--- config.mk ---
export PLATFORM = sky130hd
export DESIGN_NAME = pps_gen_multi
export DESIGN_NICKNAME = d
export VERILOG_FILES = /design/src/rtl/pps_gen_multi_pkg.sv /design/src/rtl/pps_channel.sv /design/src/rtl/pps_gen_multi.sv
export SDC_FILE = /design/constraint.sdc
export NUM_CORES = 1
export LEC_CHECK = 0
export ABC_AREA = 0
export ABC_CLOCK_PERIOD_IN_PS = 6100
export BUFFER_PORTS_ARGS = -buffer_cell sky130_fd_sc_hd__buf_2
export CORE_MARGIN = 2
export CORE_UTILIZATION = 30
export CTS_CLUSTER_DIAMETER = 50
export DETAILED_ROUTE_END_ITERATION = 7
export GPL_ROUTABILITY_DRIVEN = 0
export GPL_TIMING_DRIVEN = 0
export PLACE_DENSITY_LB_ADDON = 0.15
export SYNTH_ARGS = -nofsm -noshare
export SYNTH_HDL_FRONTEND = slang
export SYNTH_SLANG_ARGS = --single-unit
--- constraint.sdc ---
create_clock -name clk -period 6.1 [get_ports clk]
set_input_delay 0 -clock clk [delete_from_list [all_inputs] [get_ports clk]]
set_output_delay 0 -clock clk [all_outputs]
set_load 0.02 [all_outputs]
--- src/rtl/pps_gen_multi_pkg.sv ---
// Register map, control bit positions and arm FSM states shared by the pps_gen_multi slice.
// Pure declarations; no logic, no latency, no flow control.
package pps_gen_multi_pkg;

    localparam int CH_W  = 3;
    localparam int REG_W = 3;
    localparam int WID_W = 16;

    localparam logic [REG_W-1:0] REG_TRIM0 = 3'd0;
    localparam logic [REG_W-1:0] REG_TRIM1 = 3'd1;
    localparam logic [REG_W-1:0] REG_TRIM2 = 3'd2;
    localparam logic [REG_W-1:0] REG_TRIM3 = 3'd3;
    localparam logic [REG_W-1:0] REG_WID0  = 3'd4;
    localparam logic [REG_W-1:0] REG_WID1  = 3'd5;
    localparam logic [REG_W-1:0] REG_CTRL  = 3'd6;

    localparam int CTRL_EN      = 0;
    localparam int CTRL_PERSIST = 1;

    typedef enum logic [1:0] {
        ARM_IDLE,
        ARM_ARMED,
        ARM_SYNC
    } arm_state_t;

endpackage

--- src/rtl/pps_channel.sv ---
// One pulse channel: trimmed/clamped period counter, staged trim, byte registers, pulse flop.
// pulse is registered from the pre-update count (1 clk); no backpressure, always accepts writes.
module pps_channel
    import pps_gen_multi_pkg::*;
#(
    parameter int CNT_W     = 32,
    parameter int PERIOD    = 4_999_999,
    parameter int WIDTH_DEF = 8,
    parameter int SYNC_OFS  = 3
) (
    input  logic             clk,
    input  logic             clrn,
    input  logic             wr_en,
    input  logic [REG_W-1:0] wr_reg,
    input  logic [7:0]       wr_data,
    input  logic             sload,
    input  logic             resync,
    output logic             pulse
);

    localparam logic signed [CNT_W:0] PERIOD_S = (CNT_W+1)'(PERIOD);

    logic [CNT_W-1:0]        cnt;
    logic [CNT_W-1:0]        trim_stg;
    logic [CNT_W-1:0]        trim_act;
    logic [WID_W-1:0]        width;
    logic                    enable;
    logic                    persist;
    logic signed [CNT_W:0]   limit_raw;
    logic signed [CNT_W:0]   width_s;
    logic [CNT_W:0]          limit;
    logic                    wrap;

    // The clamp to width guarantees at least one low cycle per period, even for large negative trim.
    always_comb begin
        width_s   = $signed({{(CNT_W+1-WID_W){1'b0}}, width});
        limit_raw = PERIOD_S + $signed({trim_act[CNT_W-1], trim_act});
        limit     = (limit_raw < width_s) ? width_s : limit_raw;
        wrap      = ({1'b0, cnt} >= limit);
    end

    always_ff @(posedge clk) begin
        if (!clrn) begin
            cnt      <= '0;
            trim_stg <= '0;
            trim_act <= '0;
            width    <= WID_W'(WIDTH_DEF);
            enable   <= 1'b1;
            persist  <= 1'b0;
            pulse    <= 1'b0;
        end else begin
            if (!enable) begin
                cnt   <= '0;
                pulse <= 1'b0;
            end else if (resync) begin
                cnt   <= CNT_W'(SYNC_OFS);
                pulse <= 1'b0;
            end else begin
                pulse <= ({1'b0, cnt} < $unsigned(width_s));
                cnt   <= wrap ? '0 : cnt + CNT_W'(1);
            end

            // sload reads the staged value before this cycle's byte write lands.
            if (resync)
                trim_act <= '0;
            else if (sload)
                trim_act <= trim_stg;
            else if (enable && wrap && !persist)
                trim_act <= '0;

            // Trim bytes assume CNT_W == 32.
            if (wr_en) begin
                case (wr_reg)
                    REG_TRIM0: trim_stg[7:0]   <= wr_data;
                    REG_TRIM1: trim_stg[15:8]  <= wr_data;
                    REG_TRIM2: trim_stg[23:16] <= wr_data;
                    REG_TRIM3: trim_stg[31:24] <= wr_data;
                    REG_WID0:  width[7:0]      <= wr_data;
                    REG_WID1:  width[15:8]     <= wr_data;
                    REG_CTRL: begin
                        enable  <= wr_data[CTRL_EN];
                        persist <= wr_data[CTRL_PERSIST];
                    end
                    default: ;
                endcase
            end
        end
    end

endmodule

--- src/rtl/pps_gen_multi.sv ---
// Multi-channel periodic pulse generator with byte register bus and in_hz re-phase handshake.
// Pulses registered (1 clk); re-sync lands 3 clk after the in_hz edge; no backpressure.
module pps_gen_multi
    import pps_gen_multi_pkg::*;
#(
    parameter int CHANNELS  = 4,
    parameter int CNT_W     = 32,
    parameter int PERIOD    = 4_999_999,
    parameter int WIDTH_DEF = 8,
    parameter int SYNC_OFS  = 3
) (
    input  logic                clk,
    input  logic                clrn,
    input  logic                in_hz,
    input  logic                arm,
    input  logic                wr_en,
    input  logic [5:0]          wr_addr,
    input  logic [7:0]          wr_data,
    input  logic [CHANNELS-1:0] sload,
    output logic [CHANNELS-1:0] pulse_out,
    output logic                armed,
    output logic                sync_done
);

    logic [2:0] hz_sync;
    logic       hz_rise;
    logic       resync;
    arm_state_t state;
    arm_state_t state_nxt;

    always_ff @(posedge clk) begin
        if (!clrn) begin
            hz_sync <= '0;
            state   <= ARM_IDLE;
        end else begin
            hz_sync <= {hz_sync[1:0], in_hz};
            state   <= state_nxt;
        end
    end

    // hz_sync[2] is only the edge-detect history, not a third synchroniser stage.
    assign hz_rise = hz_sync[1] & ~hz_sync[2];

    always_comb begin
        state_nxt = state;
        resync    = 1'b0;
        armed     = 1'b0;
        sync_done = 1'b0;
        case (state)
            ARM_IDLE: begin
                if (arm)
                    state_nxt = ARM_ARMED;
            end
            ARM_ARMED: begin
                armed = 1'b1;
                if (hz_rise) begin
                    resync    = 1'b1;
                    state_nxt = ARM_SYNC;
                end
            end
            ARM_SYNC: begin
                sync_done = 1'b1;
                state_nxt = ARM_IDLE;
            end
            default: state_nxt = ARM_IDLE;
        endcase
    end

    for (genvar g = 0; g < CHANNELS; g++) begin : g_ch
        logic ch_wr;
        assign ch_wr = wr_en && (wr_addr[REG_W +: CH_W] == CH_W'(g));

        pps_channel #(
            .CNT_W     (CNT_W),
            .PERIOD    (PERIOD),
            .WIDTH_DEF (WIDTH_DEF),
            .SYNC_OFS  (SYNC_OFS)
        ) u_ch (
            .clk     (clk),
            .clrn    (clrn),
            .wr_en   (ch_wr),
            .wr_reg  (wr_addr[REG_W-1:0]),
            .wr_data (wr_data),
            .sload   (sload[g]),
            .resync  (resync),
            .pulse   (pulse_out[g])
        );
    end

endmodule

==> After elaboration in Yosys (flattened, before gate mapping) <==
Index checks and enable logic that the tools add are counted.
{ "word_totals": {"ff_bits": 465, "latchBits": 0, "ram_bits": 0, "rom_bits": 0, "inputBits": 23, "out_inout_bits": 6, "memories": 0} }
{ "classes": {"n_addsub": 8, "n_mul": 0, "div": 0, "order_cmp": 12, "eq_ne": 13, "shifts": 0, "mux": 27, "bitwise_logic": 7, "reduce_logical": 65} }
{ "op_table": {"columns": ["cell", "n"], "rows": [
  ["32-bit 2-to-1 mux", 8],
  ["24-bit by 32-bit adder with 33-bit output, first input constant", 4],
  ["32-bit by 33-bit >= comparator with 1-bit output", 4],
  ["33-bit by 17-bit < comparator with 1-bit output", 4],
  ["33-bit 2-to-1 mux", 4],
  ["32-bit by 1-bit adder with 32-bit output, second input constant", 4],
  ["32-bit by 16-bit < comparator with 1-bit output", 4],
  ["2-bit AND reduction", 33],
  ["2-bit 2-to-1 mux", 10],
  ["4-bit OR reduction", 4],
  ["3-bit by 2-bit equality test with 1-bit output, second input constant", 4],
  ["1-bit logical AND", 12],
  ["3-bit OR reduction", 4],
  ["3-bit equality test, second input constant", 3],
  ["2-bit nonzero test", 4],
  ["3-bit by 1-bit equality test with 1-bit output, second input constant", 2],
  ["3-bit logical NOT", 2],
  ["1-bit inverter", 6],
  ["1-bit logical NOT", 4],
  ["1-bit 2-to-1 mux", 4],
  ["2-bit != test, second input constant", 2],
  ["2-bit case mux with 2 select lines", 1],
  ["2-bit by 1-bit equality test with 1-bit output, second input constant", 1],
  ["2-bit equality test, second input constant", 1],
  ["other kinds (3)", 3]
]} }

==> Longest topological paths before layout <==
Gate-level depths: netlist of the first run.
{ "logic_depth": {"depth_word": 8, "mapped_depth": 29} }

==> Cells and area by module <==
A second synthesis of the first run with hierarchy kept.
{ "unflattened": {"hier_cells": 3226, "area_unflattened_um2": 27665.3} }
{ "modules_own_cells": {"columns": ["module", "n_inst", "cells_per_inst", "area_each_um2", "seq_area_each_um2"], "rows": [
  ["pps_channel (g_ch[0].u_ch ...)", 2, 795, 6851.6, 2302.2],
  ["pps_channel (g_ch[3].u_ch)", 1, 822, 6955.4, 2302.2],
  ["pps_channel (g_ch[1].u_ch)", 1, 795, 6785.3, 2302.2],
  ["pps_gen_multi", 1, 19, 221.5, 100.1]
]} }

==> Worst setup path before layout of the first run <==
Ideal clock, no wire load.
{ "synth_timing": {"path_kind": "register to register", "startpoint": "reg g_ch[1].u_ch.trim_act[2]", "endpoint": "reg g_ch[1].u_ch.trim_act[8]", "setup_time_ns": 0.057, "arrival_ns": 5.964, "t_required_ns": 6.043, "setup_slack_ns": 0.079, "path_stages_with_launch": 27, "cell_sequence": "dfxtp_1 nor4_1 a21oi_1 o31ai_1 xor2_1 ha_1 a21oi_1 nand2_1 a2111oi_0 o21ai_0 a311oi_1 o211ai_1 a2111oi_2 ha_1 clkbuf_1 buf_1 mux2i_1 ha_1 a21o_1 a21o_1 a221o_1 a31oi_1 o31a_1 o21ai_1 a311oi_1 buf_2 a22o_2"} }
{ "synth_via": {"elab_chain_cells": 7} }
{ "synth_rtl": {"columns": ["item", "line", "text"], "rows": [
  ["start: declaration", "pps_channel.sv:25", "logic [CNT_W-1:0] trim_act;"],
  ["start signal: assignment", "pps_channel.sv:67", "trim_act <= trim_stg;"],
  ["24-bit by 32-bit adder with 33-bit output (*)", "pps_channel.sv:37", "limit_raw = PERIOD_S + $signed({trim_act[CNT_W-1], trim_act});"],
  ["33-bit by 17-bit < comparator with 1-bit output", "pps_channel.sv:38", "limit = (limit_raw < width_s) ? width_s : limit_raw;"],
  ["33-bit 2-to-1 mux (*)", "pps_channel.sv:38", null],
  ["32-bit by 33-bit >= comparator with 1-bit output (*)", "pps_channel.sv:39", "wrap = ({1'b0, cnt} >= limit);"],
  ["1-bit logical AND (*) (2 in a row)", "pps_channel.sv:68", "else if (enable && wrap && !persist)"],
  ["2-bit nonzero test (no source line) (*)", null, null]
]} }
Every way passes the cells marked *; elsewhere a longest branch is shown, timed or not.
A chain may end at the register's enable or synchronous reset.

==> Worst setup path in the final report of the first run <==
{ "layout_timing": {"startpoint": "reg g_ch[1].u_ch.trim_act[0]", "endpoint": "reg g_ch[1].u_ch.trim_act[6]"} }
The elaborated chain is that of the path after synthesis.

==> results of run 1 <==
[what timing repair did]
item,in CTS,in global routing
gates resized for setup,147,95
endpoints found under the setup margin,256,253
pin swaps,49,50
cloned,3,6
setup buffers,29,23
endpoints found under the hold margin,39,0
hold buffers,15,0
[path summary, 6_finish.rpt]
| check | to | slack, ns |
|---|---|---|
| worst max-delay path | g_ch[1].u_ch.trim_act[6] | -0.17 |
| worst min-delay path | g_ch[3].u_ch.enable | 0.07 |
| worst max register to register | g_ch[1].u_ch.trim_act[6] | -0.17 |
| worst min register to register | state[0] | 0.45 |
[critical path, stage by stage, from the launching register on]
cell and delay, ns:
dfxtp_4 0.38, inv_1 0.05, ha_2 0.23, nor4b_4 0.15, a221oi_4 0.31, nor2_1 0.11, xnor2_1 0.30, ha_1 0.34
a2111oi_4 0.37, o21ai_1 0.14, a311oi_2 0.36, o211ai_1 0.16, a2111oi_2 0.25, ha_2 0.39, buf_8 0.16, mux2i_2 0.15
ha_1 0.32, a21o_1 0.17, a21o_1 0.15, a221o_1 0.34, a31oi_4 0.18, o31a_1 0.24, o21ai_4 0.12, a311oi_4 0.30
buf_6 0.24, clkbuf_16 0.17, a22o_1 0.12
[power by group]
part / internal, µW / switching (µW) / leakage [µW] / total (µW)
clock: 2720 / 1710 / 0.00127 / 4430
sequential: 3050 / 19.1 / 0.00376 / 3070
combinational: 115 / 224 / 0.00870 / 340
total: 5890 / 1960 / 0.0137 / 7840
[area by class of cell]
type                       count  area (µm²)
fill                        9032       56000
multi-input combinational   2318       17000
clock buffer                  83        1960
antenna                        1        2.50
sequential                   465        9350
buffer                       139         843
timing repair buffer          94         840
inverter                     108         405
tap                         1165        1460
clock inverter                54         637
[stage by stage]
stage | hold WS [ns] | setup WS [ns]
6_report | 0.0713 | -0.171
2_1_floorplan | 0.127 | 0.0794
5_1_grt | 0.0749 | -0.440
3_3_place_gp | 0.312 | -2.11
3_5_place_dp | 0.309 | -2.07
4_1_cts | 0.0193 | -0.0491
[layer usage]
metal | wire length, µm | share of wire, %
met1 | 40600 | 51
met2 | 34700 | 43
met3 | 2990 | 3.7
met4 | 1450 | 1.8
met5 | 9 | 0.011
[logic make-up (layout without fill, tap and decap cells)]
family	after synthesis	in the layout
DFF	465	465
xor gates and xnor gates	241	241
and+or+nand+nor	1061	1061
other	0	1
AOI/OAI and AO/OA	512	512
buffers and inverters	251	478
adders and majority gates	260	260
muxes	244	244
[cells in the final DEF, fill, tap and decap left out, drive strengths merged, types with 10 or more instances in the layout]
cell type,count
a211oi,20
a21o,74
a21oi,105
a22o,129
and2,17
and3,48
and4,12
buf,112
clkbuf,189
clkinv,23
dfxtp,465
dlygate4sd3,15
ha,260
inv,125
mux2i,243
nand2,220
nand2b,57
nand3,97
nand4,55
nor2,425
nor2b,10
nor3,36
nor4,24
o21a,12
o21ai,72
or2,22
xnor2,107
xor2,134
[registers in the layout, summed over array words and instances (netlist names), 3 cells and up]
signal / cells
g_ch.u_ch.cnt: 128
g_ch.u_ch.trim_act: 128
g_ch.u_ch.trim_stg: 128
g_ch.u_ch.width: 64
g_ch.u_ch.enable: 4
g_ch.u_ch.persist: 4
g_ch.u_ch.pulse: 4
hz_sync: 3
==> out/metrics.yaml, run 1 <==
yosys:
  synth_compound_gate_area_share_pct: 13.9
  avgSynthCellArea_um2: 8.84
  synth_top_family_by_area: "simple AND/OR/NAND/NOR gates"
  synthFlopType: "dfxtp_1"
  yosys.area_share.simple_pct: 18.6
  ys_types: 86
  synth.largest_area_cell: "dfxtp_1"
  ys_warn_count: 0
  synth.area.top_cells: "dfxtp_1, ha_1, mux2i_1"
  synthTopCellsByCount: "dfxtp_1, nor2_1, ha_1"
  synthMuxAreaShare_pct: 9.11
  syn_area_um2: 26800
  seq_area_frac_synth_pct: 34.7
  synth_top_area_share_pct: 34.7
  synthMostInstantiatedCell: "dfxtp_1"
  ys_async_sr_fraction_pct: 0
  ys_seq_elements: 465
  syn_inst: 3034
  synthAdderAreaFrac_pct: 12.1
  synth.net_count: 3317
  synth_xor_area_share_pct: 7.87
  synth_edf_count: 0
floorplanning:
  rows: 109
  die_w_um: 303
  initial_core_util_pct: 30.3
  die-area_um2: 91800
  core_area_um2: 88500
  top_level_ports: 29
  die_h_um: 303
global_routing:
  use_met2_pct: 26.8
  grt_pass1_wl_um: 123000
  antenna_found_initial: 4
  grt_max_degree: 14
  grt_pass1_vias: 20800
  use_met1_pct: 24.9
  busiest_layer: "met2"
  grt.total_usage_pct: 17.3
  gr-total-overflow: 0
  grtUsageMet3_pct: 2.38
sta:
  fin_ws_ns: -0.171
  finClkSkew_ns: 0.0295
  final.period_utilization_pct: 103
  max_freq_ghz: 0.159
  drv_slew: 0
  hold_viol: 0
  setup_tns_ns: -4.43
  worst_slew_pin_slew_ns: 1.42
  slew_headroom_pct: 5.25
  setup_viol: 32
  min_period_ns: 6.27
  rsz0062_at_grt: "yes"
critical_path:
  setup.worst_path.end_class: "flop"
  critical_path_required_ns: 6.67
  crit_fanout: 7
  setup.worst_path.start_class: "flop"
  r2r_cells: 26
  r2r-start: "g_ch[1].u_ch.trim_act[0]"
  path_class: "reg2reg"
  arrival_ns: 6.84
  crit_path_start: "g_ch[1].u_ch.trim_act[0]"
outcome:
  status: "complete, but fails checks"
  violations: "design-rule violations, negative setup slack"
pwr:
  p_leak_uw: 0.0137
  power.total_uw: 7840
  peakVddDrop_uv: 156
  power.density_nw_per_um2: 241
cts:
  numCtsBuffers: 76
  clock_path_buffers: 3
  clkLatencyLatePin_ns: 0.63
  cts_tree: "done"
  cts.clk_slew.worst_paths_ns: 0.05
  cts.sinks: 465
  cts_root_buf: "clkbuf_16"
  ctsHtreeMaxLevel: 3
place:
  port_buffers: 24
  placed_cell_area_um2: 28400
  dp_cells: 4224
  hpwl_um: 58400
final_layout:
  drive_above_1_share_pct: 12.2
  fin_area_um2: 32500
  finalNonFillerCells: 4427
  final_util_pct: 36.8
  nets: 3485
  syn_to_final_growth_pct: 21.3
job:
  drv_cap: 0
routing:
  viasPerCell: 4.89
  drt_iter0_markers: 1098
  drt_wl_total_um: 79700
  num_vias: 21600
  wl_per_cell_um: 18.0
  drc_errors: 4
  first_pass_iters: 7
  ant_nets: 0
min_path:
  min-delay-start: "wr_addr[5]"
  hold_depth: 5
  hold_path_class: "in2reg"
Power figures use the tool's default switching activity.
==> run 2: changes to the inputs <==
--- a/config.mk
+++ b/config.mk
@@ -9,7 +9,7 @@
 export ABC_CLOCK_PERIOD_IN_PS = 6100
 export BUFFER_PORTS_ARGS = -buffer_cell sky130_fd_sc_hd__buf_2
 export CORE_MARGIN = 2
-export CORE_UTILIZATION = 30
+export CORE_UTILIZATION = 32
 export CTS_CLUSTER_DIAMETER = 50
 export DETAILED_ROUTE_END_ITERATION = 7
 export GPL_ROUTABILITY_DRIVEN = 0
==> out/metrics.yaml, run 2 (synthesized netlist as in run 1, its figures left out) <==
pwr:
  p_clk_share_pct: 51.4  # -5.1 points
  peakVddDrop_uv: 201  # +29%
  power.density_nw_per_um2: 219  # -9.0%
  p_sw_share_pct: 24.8  # -0.13 points
  p_int_uw: 5270  # -10%
  comb_power_share_pct: 4.8  # +0.5 points
  p_leak_uw: 0.0135  # -1.7%
  pwr-share-seq_pct: 43.8  # +4.6 points
  switching_power_uw: 1740  # -11%
routing:
  ant_nets: 0  # unchanged
  first_pass_iters: 5  # -2
  num_vias: 22000  # +1.9%
  drc_errors: 0  # -4
  viasPerCell: 5.10  # +4.3%
  drt_iter0_markers: 1063  # -3.2%
  wl_per_cell_um: 18.4  # +2.2%
  drt_wl_total_um: 79600  # -0.19%
critical_path:
  cp_slowest_cell: "a221o_1"
  r2r-start: "g_ch[1].u_ch.trim_act[2]"
  max_stage_delay_ns: 0.38  # about the same
  r2r_end: "g_ch[1].u_ch.trim_act[7]"
  crit_fanout: 7  # unchanged
  critical_path.top_delay_family: "compound AO/OA/AOI/OAI gates"
  path_class: "reg2reg"
  setup.worst_path.start_class: "flop"
  r2r_cells: 26  # unchanged
  critPathBufInv: 3  # -1
  arrival_ns: 6.56  # -0.28 ns
  setup.worst_path.end_class: "flop"
  critical_path_required_ns: 6.68  # about the same
  crit_path_start: "g_ch[1].u_ch.trim_act[2]"
  r2r_slack_ns: 0.12  # +0.29 ns
cts:
  clkLatencyLatePin_ns: 0.63  # about the same
  cts_tree: "done"
  cts.clk_slew.worst_paths_ns: 0.06  # about the same
  numCtsBuffers: 61  # -20%
  cts_root_buf: "clkbuf_16"
  ctsHtreeMaxLevel: 2  # -1
  cts.sinks: 465  # unchanged
  clock_path_buffers: 3  # unchanged
min_path:
  hold_path_class: "in2reg"
  hold_depth: 5  # unchanged
  worstHoldEndpoint: "g_ch[0].u_ch.persist"
  min-delay-start: "wr_addr[0]"
final_layout:
  fin_area_um2: 31900  # -1.8%
  layout_commonest_cell: "dfxtp_1"
  layout_common_cells: "dfxtp_1, nor2_1, ha_1"
  regArea_um2: 9360  # +0.12%
  fillers: 8297  # -8.1%
  final_util_pct: 38.4  # +1.6 points
  largestRegisters: "g_ch.u_ch.cnt: 128 flops, g_ch.u_ch.trim_act: 128 flops, g_ch.u_ch.trim_stg: 128 flops"
  finalNonFillerCells: 4325  # -2.3%
  multiInputGateArea_um2: 17100  # +0.45%
  syn_to_final_growth_pct: 19.1
  nets: 3475  # -0.29%
  drive_above_1_share_pct: 11.8  # -0.34 points
floorplanning:
  rows: 106  # -2.8%
  die_w_um: 293  # -3.1%
  top_level_ports: 29  # unchanged
  initial_core_util_pct: 32.2  # +1.9 points
  core_area_um2: 83300  # -5.9%
  die_h_um: 293  # -3.1%
  die-area_um2: 86100  # -6.2%
global_routing:
  antenna_found_initial: 1  # -3
  grt_max_degree: 16  # +2
  grt.total_usage_pct: 18.2  # +0.96 points
  gr-total-overflow: 0  # unchanged
  grt_pass1_wl_um: 125000  # +1.6%
  grt_pass1_vias: 22100  # +6.4%
sta:
  final.period_utilization_pct: 98.1  # -4.7 points
  finClkSkew_ns: 0.0224  # -0.00716 ns
  drv_slew: 0  # unchanged
  slew_headroom_pct: 9.80  # +4.5 points
  min_period_ns: 5.98  # -0.288 ns
  hold_viol: 0  # unchanged
  fin_ws_ns: 0.117  # +0.288 ns
  worst_slew_pin_slew_ns: 1.35  # -0.0681 ns
  rsz0062_at_grt: "yes"
  setup_viol: 0  # -100%
  max_freq_ghz: 0.167  # +4.8%
place:
  port_buffers: 24  # unchanged
  place_ws_ns: -1.92  # +0.144 ns
  placed_cell_area_um2: 28300  # -0.38%
  hpwl_um: 59400  # +1.8%
  dp_cells: 4139  # -2.0%
outcome:
  status: "finished, final reports clean"
job:
  drv_cap: 0  # unchanged
-- run 2: cell types whose count changed in the layout (fill, tap and decap cells not counted), moves of 5 or more --
cell | before | now
clkbuf_16 | 83 | 68
bufinv_16 | 8 | 2
buf_4 | 46 | 52
dfxtp_1 | 450 | 445
buf_8 | 8 | 13
inv_6 | 13 | 8
-- run 2: worst max path at each step --
stage / endpoint / depth (start not counted)
5_1_grt: g_ch[1].u_ch.trim_act[10] / 26
2_1_floorplan: g_ch[1].u_ch.trim_act[8] / 26
3_3_place_gp: g_ch[1].u_ch.trim_act[8] / 26
3_5_place_dp: g_ch[1].u_ch.trim_act[13] / 26
6_report: g_ch[1].u_ch.trim_act[7] / 26
4_1_cts: g_ch[1].u_ch.cnt[15] / 25
-- run 2: per-stage QoR --
step                      setup TNS [ns]  power [µW]  hold slack [ns]
final                                  0        7010           0.0617
after CTS                              0        7070          0.00233
after global routing               -7.62        7250           0.0877
after global placement           -338.01        3420            0.300
after detailed placement         -344.35        3430            0.295
after floorplan                        0        3300            0.127
-- run 2: what timing repair did --
action / in CTS / in global routing
gates cloned: 2 / 8
hold buffers: 17 / 0
pin swaps: 34 / 64
setup buffers: 28 / 20
hold endpoints to repair: 53 / 0
endpoints found under the setup margin: 256 / 252
gates resized for setup: 130 / 127
-- run 2: area by class of cell --
cell class / count / share of cell area (%)
antenna: 1 / 0.00783
buffer: 138 / 2.57
clock buffer: 78 / 5.39
clock inverter: 37 / 1.04
inverter: 108 / 1.28
multi-input combinational: 2318 / 53.6
sequential: 465 / 29.3
tap: 1080 / 4.23
timing repair buffer: 100 / 2.62
-- run 2: power by group through the flow --
stage | Sequential [µW] | Clock (µW) | Combinational, µW
6_report | 3070 | 3600 | 333
3_3_place_gp | 3140 | 0 | 280
2_1_floorplan | 3130 | 0 | 163
3_5_place_dp | 3140 | 0 | 287
4_1_cts | 3070 | 3680 | 314
5_1_grt | 3070 | 3810 | 362
-- run 2: worst register-to-register path: stages, from the launching register on --
cell and delay [ns]:
dfxtp_4 0.35, nor4_4 0.33, a21oi_2 0.14, o31ai_4 0.24, xor2_2 0.23, ha_4 0.24, a21oi_2 0.12, nand2_1 0.07
a2111oi_2 0.36, o21ai_1 0.17, a311oi_2 0.35, o211ai_1 0.16, a2111oi_2 0.23, ha_1 0.36, buf_6 0.18, mux2i_2 0.15
ha_1 0.30, a21o_1 0.16, a21o_1 0.16, a221o_1 0.38, a31oi_4 0.17, o31a_1 0.19, o21ai_2 0.11, a311oi_4 0.27
buf_6 0.23, clkbuf_16 0.17, a22o_1 0.12
-- run 2: per-layer routing --
metal | vias to the layer above | part of all wire (%) | track usage [%] | routed length (µm)
met5 | - | 0.016 | 0 | 13
met4 | 2 | 2.9 | 5.72 | 2330
met3 | 126 | 3.1 | 2.16 | 2500
met2 | 324 | 45 | 29.9 | 35900
met1 | 10500 | 49 | 24.9 | 38800
li1 | 11100 | - | - | -
